===== config.mk =====
export PLATFORM = sky130hd
export DESIGN_NAME = mem_bus_arbiter
export DESIGN_NICKNAME = d
export VERILOG_FILES = /design/src/rtl/mem_bus_arbiter.sv
export SDC_FILE = /design/constraint.sdc
export NUM_CORES = 1
export LEC_CHECK = 0
export CAP_MARGIN = 20
export CORE_ASPECT_RATIO = 0.75
export CORE_UTILIZATION = 35
export CTS_BUF_LIST = sky130_fd_sc_hd__clkbuf_16
export CTS_CLUSTER_SIZE = 8
export DETAILED_ROUTE_END_ITERATION = 6
export GPL_ROUTABILITY_DRIVEN = 0
export PLACE_DENSITY = 0.77
export RECOVER_POWER = 100
export SLEW_MARGIN = 20
export SYNTH_ARGS = -nofsm -noshare
export SYNTH_HDL_FRONTEND = slang
export SYNTH_SLANG_ARGS = --single-unit

===== constraint.sdc =====
create_clock -name clk -period 2.25 [get_ports clk]
set_clock_uncertainty 0.2 [all_clocks]
set_input_delay 0.675 -clock clk [delete_from_list [all_inputs] [get_ports clk]]
set_output_delay 0.675 -clock clk [all_outputs]
set_load 0.1 [all_outputs]

===== src/rtl/mem_bus_arbiter.sv =====
// Two-requester (instruction fetch / data) arbiter onto a single Avalon-style
// memory port. One transfer in flight at a time; all outputs registered.
module mem_bus_arbiter #(
  parameter int ADDR_W = 32,
  parameter int DATA_W = 32
) (
  input  logic                clk,
  input  logic                reset,
  input  logic                instr_req,
  input  logic [ADDR_W-1:0]   instr_addr,
  output logic [DATA_W-1:0]   instr_rdata,
  output logic                instr_valid,
  input  logic                data_read,
  input  logic                data_write,
  input  logic [ADDR_W-1:0]   data_addr,
  input  logic [DATA_W-1:0]   data_wdata,
  input  logic [DATA_W/8-1:0] data_byteenable,
  output logic [DATA_W-1:0]   data_rdata,
  output logic                data_done,
  output logic [ADDR_W-1:0]   mem_address,
  output logic                mem_read,
  output logic                mem_write,
  output logic [DATA_W/8-1:0] mem_byteenable,
  output logic [DATA_W-1:0]   mem_writedata,
  input  logic                mem_waitrequest,
  input  logic [DATA_W-1:0]   mem_readdata
);

  typedef enum logic [1:0] {IDLE, FETCH, DATA} state_t;

  state_t state, state_next;
  state_t last_grant;
  logic   grant_fetch, grant_data, accept, data_pending;

  assign data_pending = data_read | data_write;

  always_comb begin
    state_next  = state;
    grant_fetch = 1'b0;
    grant_data  = 1'b0;
    accept      = 1'b0;
    case (state)
      IDLE: begin
        // On contention the side not served last wins, so neither starves.
        if (instr_req && data_pending) begin
          if (last_grant == DATA) grant_fetch = 1'b1;
          else                    grant_data  = 1'b1;
        end else if (instr_req) begin
          grant_fetch = 1'b1;
        end else if (data_pending) begin
          grant_data = 1'b1;
        end
        if (grant_fetch) state_next = FETCH;
        if (grant_data)  state_next = DATA;
      end
      FETCH, DATA: begin
        if (!mem_waitrequest) begin
          accept     = 1'b1;
          state_next = IDLE;
        end
      end
      default: state_next = IDLE;
    endcase
  end

  always_ff @(posedge clk) begin
    if (reset) state <= IDLE;
    else       state <= state_next;
  end

  always_ff @(posedge clk) begin
    if (reset) begin
      mem_address    <= '0;
      mem_read       <= 1'b0;
      mem_write      <= 1'b0;
      mem_byteenable <= '0;
      mem_writedata  <= '0;
      instr_rdata    <= '0;
      data_rdata     <= '0;
      instr_valid    <= 1'b0;
      data_done      <= 1'b0;
      last_grant     <= FETCH;
    end else begin
      instr_valid <= 1'b0;
      data_done   <= 1'b0;
      if (grant_fetch) begin
        mem_address    <= instr_addr;
        mem_byteenable <= '1;
        mem_read       <= 1'b1;
        mem_write      <= 1'b0;
        last_grant     <= FETCH;
      end
      if (grant_data) begin
        // Read+write together is treated as a write.
        mem_address    <= data_addr;
        mem_byteenable <= data_byteenable;
        mem_writedata  <= data_wdata;
        mem_write      <= data_write;
        mem_read       <= ~data_write;
        last_grant     <= DATA;
      end
      if (accept) begin
        mem_read  <= 1'b0;
        mem_write <= 1'b0;
        if (state == FETCH) begin
          instr_rdata <= mem_readdata;
          instr_valid <= 1'b1;
        end else begin
          if (mem_read) data_rdata <= mem_readdata;
          data_done <= 1'b1;
        end
      end
    end
  end

endmodule

==> run_results.csv <==
group,metric,value,unit
run_status,status,"finished, final reports clean",
routing,wire_per_inst,17.6,um
timing,drv_slew,0,
routing,routed_wl,20000,um
grt,grt_pass1_vias,5914,
grt,grt-ovfl-total,0,
routing,dr.pass1.iters,5,
setup_path,cp.required,1.37,ns
timing,fmax,476,MHz
final_layout,syn_to_final_growth,51.4,%
die,die_area,16500,um2
yosys,synth_area,5590,um2
final_layout,final_area,8470,um2
yosys,synth_ff_type,"dfxtp_1",
routing,top_layer,"met4",
timing,final_hold_viol_count,0,
setup_path,crit_arrival,1.23,ns
final_layout,fillers,1389,
routing,wl_met3,2000,um
setup_path,path_buf_inv,1,
timing,setup_slack,0.150,ns
placement,placedCellCount,1105,
flow_run,maxCapViolCount,0,
routing,wl_met1,8260,um
setup_path,crit_chain,"clkbuf_2",
timing,layout_min_cycle_time,2.10,ns
yosys,yosys_warnings,0,
placement,post-dp-hpwl,13800,um
yosys,postSynthCellCount,675,
final_layout,final_core_util,54.9,%
power,leakage,3.33,nW
clock_network,clk_pin_slew,0.06,ns
yosys,yosysSeqAreaShare,50.1,%
die,core-area,15400,um2
yosys,yosys.area.top_type,"dfxtp_1",
clock_network,h-tree-depth,4,
setup_path,cpMaxStageDelayCell,"clkbuf_2",
timing,finalCritPeriodShare,93.3,%
placement,dpl_cell_area,9930,um2
timing,worstMarginPinSlew,0.573,ns
clock_network,cts_sinks,140,
min_path,hp-start,"instr_rdata[12]$_SDFFE_PP0P_",
routing,drc,0,
yosys,async_reset_ff_share,0,%
timing,slew-limit-headroom,62.0,%
clock_network,cts_hold_buf,0,
setup_path,cpPeakStageDelay,0.46,ns
placement,place_ws,-0.124,ns
power,finalPower,0.00793,W
setup_path,cp-start-kind,"flip-flop",
timing,setup-violations-final,0,
final_layout,diodes,0,
min_path,hold_path_class,"flip-flop to flip-flop",
setup_path,r2r-start,"state[0]$_SDFFE_PP0P_",
clock_network,numCtsBuffers,17,
die,pin_count,274,
power,ir_drop,0.519,mV
yosys,postSynthAreaPerCell,8.28,um2
die,rows,39,
final_layout,finalNonFillerCells,1135,
clock_network,postCtsSetupBuffers,0,
setup_path,endpoint_kind,"primary output",
clock_network,cts-root-buf,"clkbuf_16",
setup_path,worstSetupPathType,"flip-flop to primary output",
clock_network,cts_tree,"yes",
yosys,synth_edf_count,0,
routing,met2_length,9320,um
setup_path,startpoint,"mem_address[17]$_SDFFE_PP0P_",
yosys,synthTopCellsByArea,"dfxtp_1 50%, nand2_1 11%, a21oi_1 8.8%",
grt,track_usage,24.3,%
final_layout,drive_gt1_share,21.0,%
routing,ant_nets,0,
clock_network,ctsLongestPathBuffers,2,
die,initial_core_util,36.3,%
timing,rsz0062_at_grt,"false",
clock_network,clock_latency,0.40,ns
yosys,synth_cell_types,38,
yosys,syn_nets,815,
routing,avgViaCountPerCell,5.30,
yosys,synth-seq-cells,140,
yosys,yosysTopAreaCellShare,50.1,%
die,die_y,111,um
routing,drtIter0Drc,410,
final_layout,fin_nets,1059,
setup_path,cp_max_fo,2,
grt,grt_pass1_wl,31700,um
placement,port_buffers,273,
grt,antenna_found_initial,0,
setup_path,path_delay_family,"buffers and inverters",
routing,via_count,6011,
power,p_per_area,937,nW/um2
grt,grt_max_degree,40,
die,die_w,148,um
clock_network,cts_resized,0,
[flip-flops by register name, indices dropped and copies added (netlist names)]
register        count
instr_valid         1
mem_byteenable      4
data_done           1
data_rdata         32
mem_write           1
mem_read            1
mem_address        32
last_grant          2
mem_writedata      32
state               2
instr_rdata        32
[where the power goes]
part,leakage (nW),internal [W],switching (W)
clock,0.281,0.00172,0.00107
combinational,1.90,0.000598,0.00180
sequential,1.14,0.00265,0.0000925
[area by class of cell]
class                      instances  area (um2)  area share [%]
multi-input combinational        461        2410            28.4
clock inverter                    13         153            1.80
sequential                       140        2800            33.1
timing repair buffer             297        2420            28.5
clock buffer                      17         425            5.02
inverter                           2        7.51          0.0887
tap                              205         256            3.03
[cells in the final DEF, fill, tap and decap left out, types with 4 or more instances in the layout]
cell type	Yosys	layout
a21oi_1	98	98
a31oi_1	32	32
buf_12	0	15
buf_2	34	38
buf_4	10	8
clkbuf_16	0	17
clkbuf_2	5	97
clkdlybuf4s50_1	0	134
dfxtp_1	140	140
nand2_1	162	162
nand3_1	64	64
nor2_1	8	8
o2111ai_1	33	33
o21ai_0	33	34
o32ai_1	4	4
[routing by layer]
metal / up-vias / track usage, %
met3: 34 / 7.99
met5: - / 0
met4: 0 / 9.21
li1: 2877 / -
met2: 282 / 39.4
met1: 2818 / 30.0
[worst reg2reg max path, stage by stage, from the launching register on]
cell and delay [ns]:
dfxtp_1 0.36, inv_1 0.05, ha_1 0.39, nor4bb_4 0.29
buf_12 0.24, nand2_1 0.08, a21oi_1 0.17
[path summary, 6_finish.rpt]
| kind | end | slack, ns | cells after the start |
|---|---|---|---|
| min reg2reg | instr_rdata[12]$_SDFFE_PP0P_ | 0.25 | 2 |
| max reg2reg | data_rdata[5]$_SDFFE_PP0P_ | 0.38 | 6 |
| max | mem_address[17] | 0.15 | 1 |
| min | instr_rdata[12]$_SDFFE_PP0P_ | 0.25 | 2 |
[cell usage after synthesis, drive strengths merged (2+ instances only)]
cell and instances:
nand3 64, nand2b 2, ha 2, nor3 2
dfxtp 140, buf 49, a31oi 32, nand2 162
nand3b 3, a21oi 98, o2111ai 33, inv 2
and3b 2, clkbuf 23, o21ai 35, o32ai 4
nor2 9
[cells by family (layout without fill, tap and decap cells)]
| group | count (synthesis) | after routing | synth area share, % |
|---|---|---|---|
| AOI/OAI and AO/OA | 208 | 208 | 22.4 |
| adders and majority gates | 2 | 2 | 0.447 |
| buffers and inverters | 74 | 329 | 7.18 |
| DFF | 140 | 140 | 50.1 |
| and+or+nand+nor | 251 | 251 | 19.8 |
[stage by stage]
stage          setup TNS, ns  hold slack [ns]
5_1_grt                    0            0.272
4_1_cts                    0            0.286
6_report                   0            0.251
2_1_floorplan              0            0.254
3_3_place_gp           -2.49            0.267
3_5_place_dp           -4.66            0.279
Power figures use the tool's default switching activity.
